--- src/rtl/mdu_pkg.sv ---
// Shared definitions for the M-extension multiply/divide sequencer.
package mdu_pkg;

    // Op codes shared with the ALU ALU_OPERATION field.
    localparam logic [4:0] OP_MUL    = 5'b01010;
    localparam logic [4:0] OP_MULH   = 5'b01011;
    localparam logic [4:0] OP_MULHSU = 5'b01100;
    localparam logic [4:0] OP_MULHU  = 5'b01101;
    localparam logic [4:0] OP_DIV    = 5'b01110;
    localparam logic [4:0] OP_DIVU   = 5'b01111;
    localparam logic [4:0] OP_REM    = 5'b10000;
    localparam logic [4:0] OP_REMU   = 5'b10001;

    localparam logic [31:0] MIN_INT  = 32'h8000_0000;
    localparam logic [31:0] ALL_ONES = 32'hFFFF_FFFF;

    typedef enum logic [2:0] {
        ST_IDLE,
        ST_MUL,
        ST_DIV,
        ST_FIX,
        ST_DONE
    } mdu_state_t;

    function automatic logic is_m_op(input logic [4:0] op);
        return (op >= OP_MUL) && (op <= OP_REMU);
    endfunction

endpackage

--- src/rtl/mdu_sequencer_if.sv ---
// Request/response bundle between the execute stage and the MDU sequencer.
interface mdu_sequencer_if #(
    parameter int unsigned XLEN = 32
);
    logic            START;
    logic [4:0]      ALU_OPERATION;
    logic [XLEN-1:0] DATA1;
    logic [XLEN-1:0] DATA2;
    logic            FLUSH;
    logic            BUSY;
    logic            DONE;
    logic [XLEN-1:0] RESULT;

    modport master (
        output START, ALU_OPERATION, DATA1, DATA2, FLUSH,
        input  BUSY, DONE, RESULT
    );

    modport slave (
        input  START, ALU_OPERATION, DATA1, DATA2, FLUSH,
        output BUSY, DONE, RESULT
    );
endinterface

--- src/rtl/mdu_div_core.sv ---
// Restoring shift/subtract divider on operand magnitudes; sign fix-up is
// applied combinationally on the outputs while fix_i is high.
module mdu_div_core #(
    parameter int unsigned XLEN = 32
) (
    input  logic            clk,
    input  logic            rst_n,
    input  logic            load_i,
    input  logic            step_i,
    input  logic            fix_i,
    input  logic            signed_i,
    input  logic [XLEN-1:0] dividend_i,
    input  logic [XLEN-1:0] divisor_i,
    output logic [XLEN-1:0] quotient_o,
    output logic [XLEN-1:0] remainder_o
);

    logic [XLEN-1:0] rem_q, rem_d;
    logic [XLEN-1:0] quo_q, quo_d;
    logic [XLEN-1:0] dvs_q, dvs_d;
    logic            neg_quo_q, neg_quo_d;
    logic            neg_rem_q, neg_rem_d;
    logic [XLEN:0]   shifted;
    logic [XLEN:0]   diff;

    // Datapath registers.
    always_ff @(posedge clk or negedge rst_n) begin
        if (!rst_n) begin
            rem_q     <= '0;
            quo_q     <= '0;
            dvs_q     <= '0;
            neg_quo_q <= 1'b0;
            neg_rem_q <= 1'b0;
        end else begin
            rem_q     <= rem_d;
            quo_q     <= quo_d;
            dvs_q     <= dvs_d;
            neg_quo_q <= neg_quo_d;
            neg_rem_q <= neg_rem_d;
        end
    end

    // Load magnitudes or perform one shift/trial-subtract iteration.
    always_comb begin
        rem_d     = rem_q;
        quo_d     = quo_q;
        dvs_d     = dvs_q;
        neg_quo_d = neg_quo_q;
        neg_rem_d = neg_rem_q;
        shifted   = {rem_q, quo_q[XLEN-1]};
        diff      = shifted - {1'b0, dvs_q};
        if (load_i) begin
            neg_rem_d = signed_i & dividend_i[XLEN-1];
            neg_quo_d = signed_i & (dividend_i[XLEN-1] ^ divisor_i[XLEN-1]);
            quo_d     = (signed_i & dividend_i[XLEN-1]) ? -dividend_i : dividend_i;
            dvs_d     = (signed_i & divisor_i[XLEN-1])  ? -divisor_i  : divisor_i;
            rem_d     = '0;
        end else if (step_i) begin
            // A clear top bit means the shifted remainder covered the divisor.
            if (!diff[XLEN]) begin
                rem_d = diff[XLEN-1:0];
                quo_d = {quo_q[XLEN-2:0], 1'b1};
            end else begin
                rem_d = shifted[XLEN-1:0];
                quo_d = {quo_q[XLEN-2:0], 1'b0};
            end
        end
    end

    // Signed results: quotient negative when signs differ, remainder follows dividend.
    always_comb begin
        quotient_o  = (fix_i && neg_quo_q) ? -quo_q : quo_q;
        remainder_o = (fix_i && neg_rem_q) ? -rem_q : rem_q;
    end

endmodule

--- src/rtl/mdu_sequencer.sv ---
// Multi-cycle MUL/DIV/REM controller for the RV32IM execute stage.
module mdu_sequencer
    import mdu_pkg::*;
#(
    parameter int unsigned XLEN  = 32,
    parameter int unsigned CNT_W = 5
) (
    input  logic          CLK,
    input  logic          RESET_N,
    mdu_sequencer_if.slave bus
);

    localparam logic [XLEN-1:0] MIN_V = XLEN'(MIN_INT >> (32 - XLEN));
    localparam logic [XLEN-1:0] ALL_V = XLEN'(ALL_ONES >> (32 - XLEN));

    mdu_state_t        state_q, state_d;
    logic [CNT_W-1:0]  cnt_q, cnt_d;
    logic [XLEN-1:0]   a_q, a_d;
    logic [XLEN-1:0]   b_q, b_d;
    logic [4:0]        op_q, op_d;
    logic [XLEN-1:0]   result_q, result_d;

    logic              accept;
    logic              in_div, in_sdiv, in_rem, special;
    logic [XLEN-1:0]   special_res;
    logic              a_sgn, b_sgn;
    logic [2*XLEN-1:0] prod;
    logic              div_load, div_step, div_fix;
    logic [XLEN-1:0]   div_quo, div_rem;

    mdu_div_core #(.XLEN(XLEN)) u_div (
        .clk         (CLK),
        .rst_n       (RESET_N),
        .load_i      (div_load),
        .step_i      (div_step),
        .fix_i       (div_fix),
        .signed_i    (in_sdiv),
        .dividend_i  (bus.DATA1),
        .divisor_i   (bus.DATA2),
        .quotient_o  (div_quo),
        .remainder_o (div_rem)
    );

    // Request decode and divide special cases resolved at acceptance.
    always_comb begin
        accept  = ((state_q == ST_IDLE) || (state_q == ST_DONE)) && bus.START
                  && !bus.FLUSH && is_m_op(bus.ALU_OPERATION);
        in_div  = bus.ALU_OPERATION >= OP_DIV;
        in_sdiv = (bus.ALU_OPERATION == OP_DIV) || (bus.ALU_OPERATION == OP_REM);
        in_rem  = (bus.ALU_OPERATION == OP_REM) || (bus.ALU_OPERATION == OP_REMU);
        special = in_div && ((bus.DATA2 == '0)
                  || (in_sdiv && (bus.DATA1 == MIN_V) && (bus.DATA2 == ALL_V)));
        if (bus.DATA2 == '0) begin
            special_res = in_rem ? bus.DATA1 : ALL_V;
        end else begin
            special_res = in_rem ? '0 : MIN_V;
        end
    end

    // Product of the latched operands, sign-extended to full width per op.
    always_comb begin
        a_sgn = ((op_q == OP_MULH) || (op_q == OP_MULHSU)) & a_q[XLEN-1];
        b_sgn = (op_q == OP_MULH) & b_q[XLEN-1];
        prod  = {{XLEN{a_sgn}}, a_q} * {{XLEN{b_sgn}}, b_q};
    end

    // State, counter, operand and result registers.
    always_ff @(posedge CLK or negedge RESET_N) begin
        if (!RESET_N) begin
            state_q  <= ST_IDLE;
            cnt_q    <= '0;
            a_q      <= '0;
            b_q      <= '0;
            op_q     <= '0;
            result_q <= '0;
        end else begin
            state_q  <= state_d;
            cnt_q    <= cnt_d;
            a_q      <= a_d;
            b_q      <= b_d;
            op_q     <= op_d;
            result_q <= result_d;
        end
    end

    // Next-state, divider controls and result capture on entry to DONE.
    always_comb begin
        state_d  = state_q;
        cnt_d    = cnt_q;
        a_d      = a_q;
        b_d      = b_q;
        op_d     = op_q;
        result_d = result_q;
        div_load = 1'b0;
        div_step = 1'b0;
        div_fix  = 1'b0;
        unique case (state_q)
            ST_IDLE, ST_DONE: begin
                state_d = ST_IDLE;
                if (accept) begin
                    a_d  = bus.DATA1;
                    b_d  = bus.DATA2;
                    op_d = bus.ALU_OPERATION;
                    if (special) begin
                        state_d  = ST_DONE;
                        result_d = special_res;
                    end else if (in_div) begin
                        state_d  = ST_DIV;
                        cnt_d    = CNT_W'(XLEN - 1);
                        div_load = 1'b1;
                    end else begin
                        state_d = ST_MUL;
                    end
                end
            end
            ST_MUL: begin
                state_d  = ST_DONE;
                result_d = (op_q == OP_MUL) ? prod[XLEN-1:0] : prod[2*XLEN-1:XLEN];
            end
            ST_DIV: begin
                div_step = 1'b1;
                if (cnt_q == '0) begin
                    state_d = ST_FIX;
                end else begin
                    cnt_d = cnt_q - 1'b1;
                end
            end
            ST_FIX: begin
                div_fix  = 1'b1;
                state_d  = ST_DONE;
                result_d = ((op_q == OP_REM) || (op_q == OP_REMU)) ? div_rem : div_quo;
            end
            default: state_d = ST_IDLE;
        endcase
        if (bus.FLUSH) begin
            state_d  = ST_IDLE;
            cnt_d    = '0;
            result_d = result_q;
            div_step = 1'b0;
            div_fix  = 1'b0;
        end
    end

    // Status outputs decoded from the registered state only.
    always_comb begin
        bus.BUSY   = (state_q == ST_MUL) || (state_q == ST_DIV) || (state_q == ST_FIX);
        bus.DONE   = (state_q == ST_DONE);
        bus.RESULT = result_q;
    end

endmodule

--- src/flat_wrapper.sv ---
// flat-port wrapper written by rule: the top's interface ports become plain ports
module mdu_sequencer_flat import mdu_pkg::*;
#(
    parameter int unsigned XLEN  = 32,
    parameter int unsigned CNT_W = 5
)
  (CLK, RESET_N, bus_START, bus_ALU_OPERATION, bus_DATA1, bus_DATA2, bus_FLUSH, bus_BUSY, bus_DONE, bus_RESULT);
  mdu_sequencer_if #(.XLEN(XLEN)) bus_i ();
  input  logic CLK;
  input  logic RESET_N;
  input wire logic [$bits(bus_i.START)-1:0] bus_START;
  input wire logic [$bits(bus_i.ALU_OPERATION)-1:0] bus_ALU_OPERATION;
  input wire logic [$bits(bus_i.DATA1)-1:0] bus_DATA1;
  input wire logic [$bits(bus_i.DATA2)-1:0] bus_DATA2;
  input wire logic [$bits(bus_i.FLUSH)-1:0] bus_FLUSH;
  output wire logic [$bits(bus_i.BUSY)-1:0] bus_BUSY;
  output wire logic [$bits(bus_i.DONE)-1:0] bus_DONE;
  output wire logic [$bits(bus_i.RESULT)-1:0] bus_RESULT;
  assign bus_i.START = bus_START;
  assign bus_i.ALU_OPERATION = bus_ALU_OPERATION;
  assign bus_i.DATA1 = bus_DATA1;
  assign bus_i.DATA2 = bus_DATA2;
  assign bus_i.FLUSH = bus_FLUSH;
  assign bus_BUSY = bus_i.BUSY;
  assign bus_DONE = bus_i.DONE;
  assign bus_RESULT = bus_i.RESULT;
  mdu_sequencer #(.XLEN(XLEN), .CNT_W(CNT_W)) u_core (.CLK(CLK), .RESET_N(RESET_N), .bus(bus_i));
endmodule
--- config.mk ---
export PLATFORM = sky130hd
export DESIGN_NAME = mdu_sequencer_flat
export DESIGN_NICKNAME = d
export VERILOG_FILES = /design/src/rtl/mdu_pkg.sv /design/src/rtl/mdu_sequencer_if.sv /design/src/rtl/mdu_div_core.sv /design/src/rtl/mdu_sequencer.sv /design/src/flat_wrapper.sv
export SDC_FILE = /design/constraint.sdc
export NUM_CORES = 2
export LEC_CHECK = 0
export CAP_MARGIN = 40
export CORE_ASPECT_RATIO = 0.9
export CORE_MARGIN = 1.5
export CORE_UTILIZATION = 60
export CTS_BUF_LIST = sky130_fd_sc_hd__clkbuf_8
export DETAILED_ROUTE_END_ITERATION = 6
export MAX_ROUTING_LAYER = met4
export PLACE_DENSITY = 0.81
export SLEW_MARGIN = 20
export SYNTH_ARGS = -nofsm -noshare
export SYNTH_HDL_FRONTEND = slang
export SYNTH_SLANG_ARGS = --single-unit
export TNS_END_PERCENT = 10
--- constraint.sdc ---
create_clock -name CLK -period 8.5 [get_ports CLK]
set_clock_uncertainty 0.05 [all_clocks]
set_input_delay 2.55 -clock CLK [delete_from_list [all_inputs] [get_ports CLK]]
set_output_delay 2.55 -clock CLK [all_outputs]
set_load 0.01 [all_outputs]
* After elaboration in Yosys (flattened, before gate mapping)
Index checks and enable logic that the tools add are counted.
** Storage, ports and cells
- Flip-flop bits (word level) :: 207
- Input port bits :: 73
- Output and inout port bits :: 34
- Logic and storage cells :: 116
** Operators by class
- $add $sub $neg :: 6
- Multipliers :: 1
- Order comparisons :: 3
- Equal/unequal tests :: 21
- Mux-type cells :: 38
- Bitwise gates (word level) :: 7
- Reductions and logical operators :: 29
** Operator list (count)
- 32-bit two-way mux :: 16
- 32-bit negation :: 4
- 32-bit one-hot mux with 3 select lines :: 1
- 32-bit equality test, second input constant :: 2
- 33-bit by 33-bit multiplier with 64-bit output :: 1
- 33-bit by 32-bit subtractor with 33-bit output :: 1
- 32-bit zero test :: 1
- 5-bit two-way mux :: 5
- 5-bit by 4-bit equality test with 1-bit output, second input constant :: 4
- 5-bit equality test, second input constant :: 4
- 3-bit two-way mux :: 4
- 5-bit by 4-bit >= comparator with 1-bit output, second input constant :: 2
- 5-bit one-hot mux with 2 select lines :: 1
- 1-bit logical AND :: 9
- 1-bit two-way mux :: 9
- 3-bit by 2-bit != test with 1-bit output, second input constant :: 3
- 3-bit one-hot mux with 3 select lines :: 1
- 1-bit logical OR :: 8
- 3-bit by 2-bit equality test with 1-bit output, second input constant :: 2
- 3-bit != test, second input constant :: 2
- 3-bit nonzero test :: 2
- 1-bit bitwise AND :: 5
- 5-bit <= comparator, second input constant :: 1
- 5-bit zero test :: 1
- other kinds (14) :: 16

* Depth between registers and ports, before layout
- Depth after elaboration :: 10
- Depth in mapped cells :: 31
- Mapped depth without buffers :: 29

* Hierarchy
Synthesis repeated with hierarchy kept, for this count alone.
** Unflattened totals
- Cell total of the unflattened synthesis :: 5912
- Area total of the unflattened synthesis :: 52696.8 µm²
** Modules (own cells, without submodules)
- mdu_sequencer :: times used 1, cells each 4810, area an instance 43852.1 µm², sequential area each 2727.6 µm²
- mdu_div_core :: times used 1, cells each 1102, area an instance 8844.7 µm², sequential area each 2452.4 µm²

* Worst setup path before layout
No wires, ideal clock.
- Path type :: flip-flop to flip-flop
- Start point :: register u_core.op_q[2]
- End point :: register u_core.result_q[27] (netlist: u_core.bus.RESULT[27])
- Data arrival time :: 8470 ps
- Path slack :: -141 ps
- Cell stages (with the launch flop) :: 30
- Path buffers :: 2
- Path through :: dfrtp_1 and3b_1 o211a_1 clkbuf_1 clkbuf_1 nand2_1 fa_1 fa_1 inv_1 fa_1 inv_1 fa_1 inv_1 fa_1 fa_1 fa_1 inv_1 fa_1 inv_1 ha_1 a21o_1 a21o_1 a21oi_1 nor2b_1 o21a_1 nor3_1 a21oi_1 o41ai_1 a2bb2oi_1 nand2_1
** Between the ends
- Longest elaborated chain between the ends :: 6
** Ends and longest elaborated chain
- start: declaration :: RTL line mdu_sequencer.sv:20 : logic [4:0] op_q, op_d;
- start signal: assignment :: RTL line mdu_sequencer.sv:81 : op_q <= op_d;
- 5-bit by 4-bit equality test with 1-bit output (on tied branches) :: RTL line mdu_sequencer.sv:62, mdu_sequencer.sv:63
- 1-bit logical OR :: RTL line mdu_sequencer.sv:62 : a_sgn = ((op_q == OP_MULH) || (op_q == OP_MULHSU)) & a_q[XLEN-1];
- 1-bit bitwise AND :: RTL line mdu_sequencer.sv:62
- 33-bit by 33-bit multiplier with 64-bit output :: RTL line mdu_sequencer.sv:64 : prod = {{XLEN{a_sgn}}, a_q} * {{XLEN{b_sgn}}, b_q};
- 32-bit two-way mux :: RTL line mdu_sequencer.sv:118 : result_d = (op_q == OP_MUL) ? prod[XLEN-1:0] : prod[2*XLEN-1:XLEN];
- 32-bit one-hot mux with 3 select lines * :: RTL line mdu_sequencer.sv:97 : unique case (state_q)
- end signal: assignment :: RTL line mdu_sequencer.sv:82 : result_q <= result_d;
- end: declaration :: RTL line mdu_sequencer.sv:21 : logic [XLEN-1:0] result_q, result_d;
Every way passes the cells marked *; elsewhere a longest branch is shown, timed or not.
A chain may end at the register's enable or synchronous reset.

* Worst setup path after layout
- Start point :: register u_core.op_q[2]
- End point :: register u_core.result_q[26] (netlist: u_core.bus.RESULT[26])
The elaborated chain is that of the path after synthesis.

==> flow_metrics.env <==
export IMPL_status="finished, final reports clean"
export IMPL_hold_buffers=0
export IMPL_antenna_found_initial=3
export IMPL_synthTopCellsByCount="1242 x inv_1, 1141 x nand2_1, 1126 x fa_1"
export IMPL_nFillCells=6894
export IMPL_critPathMaxFanout=16
export IMPL_final_max_slew_viol_count=0
export IMPL_synthTopCellsByArea="fa_1 44%, dfrtp_1 10%, inv_1 9.0%"
export IMPL_tightest_slew_ns=0.873
export IMPL_synth_main_ff_cell="dfrtp_1"
export IMPL_worst_path_buf_inv=6
export IMPL_m1WireLength_um=57100
export IMPL_crit_path_top_delay_cell="fa_1"
export IMPL_synth_edff_count=0
export IMPL_grt_pass1_wl_um=240000
export IMPL_cp_depth=28
export IMPL_maxCapViolCount=0
export IMPL_synthToLayoutAreaGrowth_pct=8.79
export IMPL_finalNetCount=7472
export IMPL_clk_pin_slew_ns=0.06
export IMPL_drt_iter0_markers=3966
export IMPL_dpl_cell_area_um2=54900
export IMPL_timing_fmax_mhz=120
export IMPL_drc=0
export IMPL_slew_headroom=0.413
export IMPL_crit_type="reg -> reg"
export IMPL_required_ns=8.91
export IMPL_reg2reg_depth=28
export IMPL_start_kind="flip-flop"
export IMPL_syn_inst=5987
export IMPL_slowest_delay_ns=0.60
export IMPL_arrival_ns=8.73
export IMPL_initial_utilization=0.604
export IMPL_grt_pass1_vias=44700
export IMPL_top_layer="met4"
export IMPL_critPathLaunch="u_core.op_q[2]$_DFFE_PN0P_"
export IMPL_finalCritPeriodShare=0.979
export IMPL_die_width_um=313
export IMPL_post_drt_via_cell_ratio=5.86
export IMPL_clkSinkCount=207
export IMPL_r2r_start="u_core.op_q[2]$_DFFE_PN0P_"
export IMPL_synth_most_common_cell="inv_1"
export IMPL_die_h_um=282
export IMPL_place_port_buffers=106
export IMPL_fin_crit_ns=8.32
export IMPL_worstSetupEndpointType="flip-flop"
export IMPL_clkLatencyLatePin_ns=0.64
export IMPL_holdCritStartpoint="u_core.b_q[4]$_DFFE_PN0P_"
export IMPL_rows=102
export IMPL_cts_htree_levels=2
export IMPL_synth_top_area_cell="fa_1"
export IMPL_core_um2=85800
export IMPL_cts_root_buf="clkbuf_8"
export IMPL_hold_depth=2
export IMPL_met2_length_um=70700
export IMPL_dr_pass1_iters=6
export IMPL_hp_class="reg -> reg"
export IMPL_place_hpwl_um=122000
export IMPL_critical_path_top_delay_family="adder cells"
export IMPL_synth_top_area_share=0.435
export IMPL_fin_area_um2=56300
export IMPL_synth_cell_types=83
export IMPL_io_pins=107
export IMPL_route_met3_wl_um=12300
export IMPL_ant_nets=0
export IMPL_wl_per_cell_um=20.5
export IMPL_grt_max_degree=73
export IMPL_yosysWarningCount=0
export IMPL_crit_top_cell="fa_1"
export IMPL_grt_usage=0.358
export IMPL_drt_wl_total_um=148000
export IMPL_die_area_um2=88100
export IMPL_yosys_register_bits=207
export IMPL_setup_slack_ns=0.182
export IMPL_hold_viol_final=0
export IMPL_syn_cell_area_um2=51800
export IMPL_clockBufferDepth=3
export IMPL_cts_tree="yes"
export IMPL_syn_area_per_cell_um2=8.65
export IMPL_cts_made_buffers=42
export IMPL_synth_nets=7437
export IMPL_async_reset_ff_frac=1.00
export IMPL_dpl_worst_slack_ns=-0.0564
export IMPL_overflow=0
export IMPL_yosysSeqAreaShare=0.100
export IMPL_place_gp_congestion=1.02
export IMPL_dr_total_vias=42200
export IMPL_drive_gt1_frac=0.0633
export IMPL_setup_viol=0
## worst paths after layout
path | to | slack (ns)
max | u_core.bus.RESULT[26]$_DFFE_PN0P_ | 0.18
min | u_core.b_q[4]$_DFFE_PN0P_ | 0.43
max reg2reg | u_core.bus.RESULT[26]$_DFFE_PN0P_ | 0.18
min reg2reg | u_core.b_q[4]$_DFFE_PN0P_ | 0.43
max in group asynchronous | u_core.a_q[13]$_DFFE_PN0P_ | 5.18
min in group asynchronous | u_core.u_div.dvs_q[10]$_DFFE_PN0P_ | 1.86
## worst reg2reg max path, delay by kind of cell, from the launching register on
family                   cells  cell delay [ns]
flip-flops                   1             0.42
buffers and inverters        6             0.69
AND/OR/NAND/NOR              4             0.82
adder cells (fa/ha/maj)      9             4.31
AO/OA/AOI/OAI                9             1.84
## flip-flops by register name, indices dropped and copies added, names as in the netlist
| register | flops |
|---|---|
| u_core.a_q | 32 |
| u_core.b_q | 32 |
| u_core.bus.RESULT | 32 |
| u_core.u_div.dvs_q | 32 |
| u_core.u_div.quo_q | 32 |
| u_core.u_div.rem_q | 32 |
| u_core.cnt_q | 5 |
| u_core.op_q | 5 |
| u_core.state_q | 3 |
| u_core.u_div.neg_quo_q | 1 |
| u_core.u_div.neg_rem_q | 1 |
## per-stage QoR
stage          std cells  hold WS, ns  utilization  setup TNS [ns]
5_1_grt             7202        0.473        0.657         -0.0861
3_3_place_gp        7096        0.415        0.639               0
4_1_cts             7181        0.432        0.652         -0.0112
6_report            7202        0.433        0.657               0
2_1_floorplan       5987        0.402            -               0
3_5_place_dp        7105        0.418        0.640         -0.0582
## metal layers
metal | vias to the layer above | track usage
met1 | 21500 | 0.463
met3 | 476 | 0.0477
met5 | - | -
met2 | 2079 | 0.566
li1 | 18100 | -
met4 | 0 | 0.164
## layout make-up
class / count / area [µm²] / share of cell area
flip-flops and latches: 207 / 5200 / 0.0923
diodes: 4 / 10.0 / 0.000178
clock buffers: 53 / 729 / 0.0130
well taps: 1144 / 1430 / 0.0254
repair buffers: 319 / 3130 / 0.0556
clock inverters: 23 / 176 / 0.00313
inverters: 1244 / 4680 / 0.0831
multi-input cells: 4208 / 41000 / 0.727
## layout by cell type, fill, tap and decap left out, types with 15 or more instances in the layout
cell type        instances
nand3_1                 39
clkdlybuf4s50_1        105
fa_1                  1121
a221o_1                 22
nor4_1                  20
o21ai_0                153
nand2_1               1136
dfrtp_1                193
o22ai_1                 15
a31oi_1                 32
and2_1                 321
or3_1                   20
o211ai_1                18
ha_1                   242
clkbuf_8                54
nor2_1                 191
buf_12                  30
xor2_1                  83
a21oi_1                185
xnor2_1                123
o21ai_1                 75
nor3_1                  45
inv_1                 1248
nand2b_1                20
o21a_1                  18
o31ai_1                 18
a21o_1                  23
nand4_1                 21
buf_4                  171
mux2i_1                 17
## timing repair
item	CTS	global route
resized for setup	10	69
pin swaps	0	20
setup endpoints to repair	6	24
setup buffers	0	13
cloned	0	1
## cell families after synthesis
group | count (synthesis) | share of synthesized area
xor+xnor | 209 | 0.0356
buf+inv | 1572 | 0.115
flops | 207 | 0.100
fa+ha+maj | 1377 | 0.496
simple gates | 1918 | 0.168
mux | 18 | 0.00350
compound gates | 686 | 0.0814
Power is left out: the tool's default activity adds up to more than one toggle a clock period on the data nets, which glitch-free logic cannot reach.
